===== src/rtl/uart_rx_fifo.sv =====
// uart_rx_fifo: synchronised UART receiver feeding a first-word fall-through FIFO.
// Define UART_RX_PARITY_EN to check a parity bit between the data and stop bits.
module uart_rx_fifo #(
    parameter int DIV        = 106,
    parameter int DATA_BITS  = 8,
    parameter int FIFO_DEPTH = 16,
    parameter int PARITY_ODD = 0
) (
    input  logic                         clk,
    input  logic                         reset,
    input  logic                         rx,
    input  logic                         rd_en,
    input  logic                         clr_err,
    output logic [DATA_BITS-1:0]         rd_data,
    output logic                         rd_valid,
    output logic [$clog2(FIFO_DEPTH):0]  count,
    output logic                         frame_err,
    output logic                         parity_err,
    output logic                         overflow
);

    localparam int AW = $clog2(FIFO_DEPTH);
    localparam int CW = $clog2(DIV);
    localparam logic [CW-1:0] HALF = CW'(DIV / 2 - 1);
    localparam logic [CW-1:0] FULL = CW'(DIV - 1);
    localparam logic [2:0]    LAST = 3'(DATA_BITS - 1);

    typedef enum logic [2:0] {
        IDLE,
        START,
        DATA,
`ifdef UART_RX_PARITY_EN
        PARITY,
`endif
        STOP
    } state_t;

    state_t               state;
    logic                 sync1;
    logic                 rxs;
    logic                 rxs_d;
    logic [CW-1:0]        tick;
    logic [2:0]           bit_cnt;
    logic [DATA_BITS-1:0] shreg;
    logic                 bad;

    logic [DATA_BITS-1:0] mem [FIFO_DEPTH];
    logic [AW-1:0]        wp;
    logic [AW-1:0]        rp;

    logic sample;
    logic stop_smp;
    logic push_req;
    logic fe_set;
    logic full;
    logic pop;
    logic push_ok;
    logic ovf_set;

    assign sample   = (tick == '0);
    assign stop_smp = (state == STOP) && sample;
    assign push_req = stop_smp && rxs && !bad;
    assign fe_set   = stop_smp && !rxs;
    assign full     = (count == ($clog2(FIFO_DEPTH)+1)'(FIFO_DEPTH));
    assign pop      = rd_en && rd_valid;
    // A pop in the same cycle frees the slot the push needs.
    assign push_ok  = push_req && (!full || pop);
    assign ovf_set  = push_req && full && !pop;

`ifdef UART_RX_PARITY_EN
    logic par_exp;
    logic pe_set;
    assign par_exp = (^shreg) ^ 1'(PARITY_ODD);
    assign pe_set  = (state == PARITY) && sample && (rxs != par_exp);
`endif

    always_ff @(posedge clk or posedge reset) begin
        if (reset) begin
            state   <= IDLE;
            sync1   <= 1'b1;
            rxs     <= 1'b1;
            rxs_d   <= 1'b1;
            tick    <= '0;
            bit_cnt <= '0;
            shreg   <= '0;
            bad     <= 1'b0;
        end else begin
            sync1 <= rx;
            rxs   <= sync1;
            rxs_d <= rxs;
            if (state != IDLE)
                tick <= sample ? FULL : tick - 1'b1;
            unique case (state)
                IDLE: begin
                    if (rxs_d && !rxs) begin
                        state <= START;
                        tick  <= HALF;
                        bad   <= 1'b0;
                    end
                end
                START: begin
                    if (sample) begin
                        state   <= rxs ? IDLE : DATA;
                        bit_cnt <= '0;
                    end
                end
                DATA: begin
                    if (sample) begin
                        shreg   <= {rxs, shreg[DATA_BITS-1:1]};
                        bit_cnt <= bit_cnt + 1'b1;
                        if (bit_cnt == LAST)
`ifdef UART_RX_PARITY_EN
                            state <= PARITY;
`else
                            state <= STOP;
`endif
                    end
                end
`ifdef UART_RX_PARITY_EN
                PARITY: begin
                    if (sample) begin
                        bad   <= (rxs != par_exp);
                        state <= STOP;
                    end
                end
`endif
                STOP: begin
                    if (sample)
                        state <= IDLE;
                end
                default: state <= IDLE;
            endcase
        end
    end

    always_ff @(posedge clk or posedge reset) begin
        if (reset) begin
            wp        <= '0;
            rp        <= '0;
            count     <= '0;
            frame_err <= 1'b0;
            overflow  <= 1'b0;
`ifdef UART_RX_PARITY_EN
            parity_err <= 1'b0;
`endif
        end else begin
            frame_err <= (frame_err & ~clr_err) | fe_set;
            overflow  <= (overflow & ~clr_err) | ovf_set;
`ifdef UART_RX_PARITY_EN
            parity_err <= (parity_err & ~clr_err) | pe_set;
`endif
            if (push_ok)
                wp <= wp + 1'b1;
            if (pop)
                rp <= rp + 1'b1;
            if (push_ok && !pop)
                count <= count + 1'b1;
            else if (!push_ok && pop)
                count <= count - 1'b1;
        end
    end

`ifndef UART_RX_PARITY_EN
    assign parity_err = 1'b0 & 1'(PARITY_ODD);
`endif

    always_ff @(posedge clk) begin
        if (push_ok)
            mem[wp] <= shreg;
    end

    assign rd_valid = (count != '0);
    assign rd_data  = rd_valid ? mem[rp] : '0;

endmodule


===== config.mk =====
export PLATFORM = sky130hd
export DESIGN_NAME = uart_rx_fifo
export DESIGN_NICKNAME = d
export VERILOG_FILES = /design/src/rtl/uart_rx_fifo.sv
export SDC_FILE = /design/constraint.sdc
export NUM_CORES = 1
export LEC_CHECK = 0
export CELL_PAD_IN_SITES_DETAIL_PLACEMENT = 1
export CELL_PAD_IN_SITES_GLOBAL_PLACEMENT = 1
export CORE_MARGIN = 2
export CORE_UTILIZATION = 47
export DETAILED_ROUTE_END_ITERATION = 8
export PLACE_DENSITY = 0.86
export SLEW_MARGIN = 10
export SYNTH_ARGS = -nofsm -noshare
export SYNTH_HDL_FRONTEND = slang
export SYNTH_SLANG_ARGS = --single-unit

===== constraint.sdc =====
create_clock -name clk -period 3.2 [get_ports clk]
set_input_delay 0.8 -clock clk [delete_from_list [all_inputs] [get_ports clk]]
set_output_delay 0.8 -clock clk [all_outputs]
set_load 0.02 [all_outputs]

==> impl_metrics.csv <==
group,metric,value,unit
run_status,status,"finished, final reports clean",
floorplanning,die-height,125,µm
synthesis,synthDominantCellAreaShare,55.5,%
sta,fin_crit_sh,97.3,%
synthesis,synth_edf_count,128,
synthesis,synth_top_area_cell,"edfxtp_1",
setup_path,crit_chain,"buf_12 > mux4_2 > mux2_2 > o21ai_1 > a21oi_1 > buf_2",
setup_path,slowest_delay,510,ps
sta,hold_ws,358,ps
sta,skew,8.67,ps
route,vias,3833,
setup_path,crit_arrival,2310,ps
setup_path,cp_slowest_cell,"mux4_2",
clock_tree,clk_path_buf_depth,2,
synthesis,yosysUniqueCellTypes,46,
finish,fillers,1328,
synthesis,yosysMostFrequentCell,"edfxtp_1",
synthesis,synth_xor_area_share,1.14,%
placed_design,io_buffers,20,
power,power_density,819,nW/µm²
clock_tree,path_clk_slew,60,ps
finish,finalNonFillerCells,647,
floorplanning,dieWidth,125,µm
worst_hold_path,hp-class,"reg2reg",
synthesis,syn_area_per_cell,17.1,µm²
finish,antennaDiodeCount,0,
synthesis,synth_top_flop_cell,"edfxtp_1",
sta,timing.fmax,321,MHz
sta,slew_headroom,49.6,%
synthesis,synth.area.mux_share,14.9,%
sta,hold_violations,0,
synthesis,synth_compound_area_share,4.66,%
placed_design,place.gp.congestion,0.762,
synthesis,synthTopCellsByCount,"edfxtp_1 (128), dfrtp_1 (35), mux4_2 (32), nor2_1 (19)",
sta,setup_viol,0,
setup_path,crit_path_start_kind,"flop",
synthesis,synth_warnings,0,
sta,rsz0062_at_grt,"yes",
synthesis,ys_seq_area_share,69.2,%
sta,worst_pin_slew,757,ps
synthesis,synth_top_family_by_area,"multiplexers",
synthesis,synth_area,6930,µm²
floorplanning,dieArea,15700,µm²
floorplanning,core,14500,µm²
clock_tree,cts-buffers-inserted,17,
run,cap_violations,0,
finish,layout.nets,470,
synthesis,synth_area_leaders,"edfxtp_1 (55%), dfrtp_1 (13%), mux4_2 (10%)",
setup_path,criticalPathCategory,"reg2out",
route,remaining_drc_errors,0,
floorplanning,start_util,47.9,%
grt,grtUsageTotal,21.6,%
grt,antenna_found_initial,0,
setup_path,cp-end-kind,"output port",
floorplanning,pin_count,22,
sta,finalMaxSlewViolations,0,
clock_tree,cts-root-buf,"clkbuf_16",
power,ir_drop,0.000515,V
synthesis,syn-num-nets,426,
synthesis,async_flop_share,22.9,%
route,wl_per_cell,24.4,µm
setup_path,required,2400,ps
clock_tree,h-tree-depth,4,
route,avgViaCountPerCell,5.92,
finish,area_growth,16.9,%
synthesis,yosys.area_share.simple,5.09,%
grt,grt_overflow,0,
route,wl,15800,µm
grt,grt_max_degree,39,
placed_design,hpwl,10200,µm
route,drtPass1Iterations,5,
clock_tree,cts_sinks,166,
clock_tree,cts_tree,"done",
setup_path,crit_fanout,9,
sta,period_minus_slack,3110,ps
clock_tree,worstSkewPairLatency,440,ps
finish,drive_gt1_share,28.5,%
synthesis,synth_fa_ha_area_share,2.82,%
synthesis,ys_ff_latch,166,
placed_design,place_inst,613,
route,ant_nets,0,
power,leakage,0.00294,µW
route,drt_iter0_markers,320,
synthesis,syn_inst,406,
floorplanning,rows,44,
grt,grt_pass1_wl,24900,µm
grt,grt_pass1_vias,4227,
[power breakdown]
group          internal [µW]  leakage (µW)  switching, µW
clock network           1160      0.000278            867
logic                    930       0.00100           1020
registers               2430       0.00166            237
[cell type report]
| class | count | area (µm²) | share of cell area [%] |
|---|---|---|---|
| Clock buffer | 18 | 429 | 5.30 |
| Clock inverter | 14 | 148 | 1.82 |
| Inverter | 14 | 55.1 | 0.679 |
| Multi-Input combinational cell | 205 | 2030 | 25.1 |
| Sequential cell | 166 | 4800 | 59.2 |
| Tap cell | 184 | 230 | 2.84 |
| Timing Repair Buffer | 46 | 410 | 5.06 |
[layer usage]
metal | GRT usage (%) | vias up | routed length (µm)
li1 | - | 1672 | -
met1 | 28.0 | 1998 | 6510
met2 | 35.8 | 123 | 8070
met3 | 3.81 | 40 | 784
met4 | 10.3 | 0 | 420
met5 | 0 | - | 0
[placed cells by master, fill, tap and decap left out, types with 5 or more instances in the layout]
master / instances
nand2_1: 15
mux2i_1: 11
nor3_1: 7
a21oi_1: 14
buf_2: 6
xnor2_1: 8
o21ai_0: 12
clkbuf_16: 17
mux2_2: 17
clkdlybuf4s50_1: 12
buf_4: 24
mux4_2: 32
inv_1: 11
edfxtp_1: 128
nand3_1: 10
dfrtp_1: 34
ha_1: 12
nor2_1: 19
o21ai_1: 5
[logic make-up after synthesis]
family	after synthesis
other	1
multiplexers	61
AND/OR/NAND/NOR	68
adder cells (fa/ha/maj)	15
buffers and inverters	35
XOR/XNOR	9
flip-flops	166
AO/OA/AOI/OAI	51
[worst max-delay path: cells and delay by family (launching register included)]
family / cells / cell delay, ps
AOI/OAI and AO/OA: 2 / 230
buffers and inverters: 2 / 380
DFF: 1 / 430
muxes: 2 / 810
[flip-flops by register name, indices dropped and copies added (netlist names), 2 cells and up]
signal and count:
bit_cnt 3, count 5, mem 128, rp 4, shreg 8, state 2, tick 7, wp 4
[worst paths after layout]
check,cells past startpoint,slack [ps],start,endpoint
setup / recovery,6,90,rp[1],rd_data[7]
hold / removal,0,360,sync1,rxs
setup reg to reg,12,150,tick[0],count[4]
hold reg to reg,0,360,sync1,rxs
max in group asynchronous,3,2050,reset,rp[1]
min in group asynchronous,3,790,reset,tick[4]
[timing repair]
action                                  CTS  global route
setup buffers                             2             0
hold endpoints to repair                  0             0
hold buffers                              0             0
endpoints found under the setup margin   10             7
pin swaps                                 0             1
gates cloned                              1             0
gates resized for setup                  39             7
[through the flow]
stage	setup WS (ps)	util, %	cell area, µm²	total power [µW]	setup TNS [ps]
finish	86.5	56.0	8100	6630	0
floorplan	49.2	-	6960	3930	0
global placement	-29.2	51.9	7520	4540	-29.2
CTS	-1.12	56.1	8120	6690	-1.12
global route	-10.2	56.0	8100	6930	-10.2
detailed placement	-143	51.9	7520	4660	-143
No activity file was read; power rests on OpenSTA's default activity.
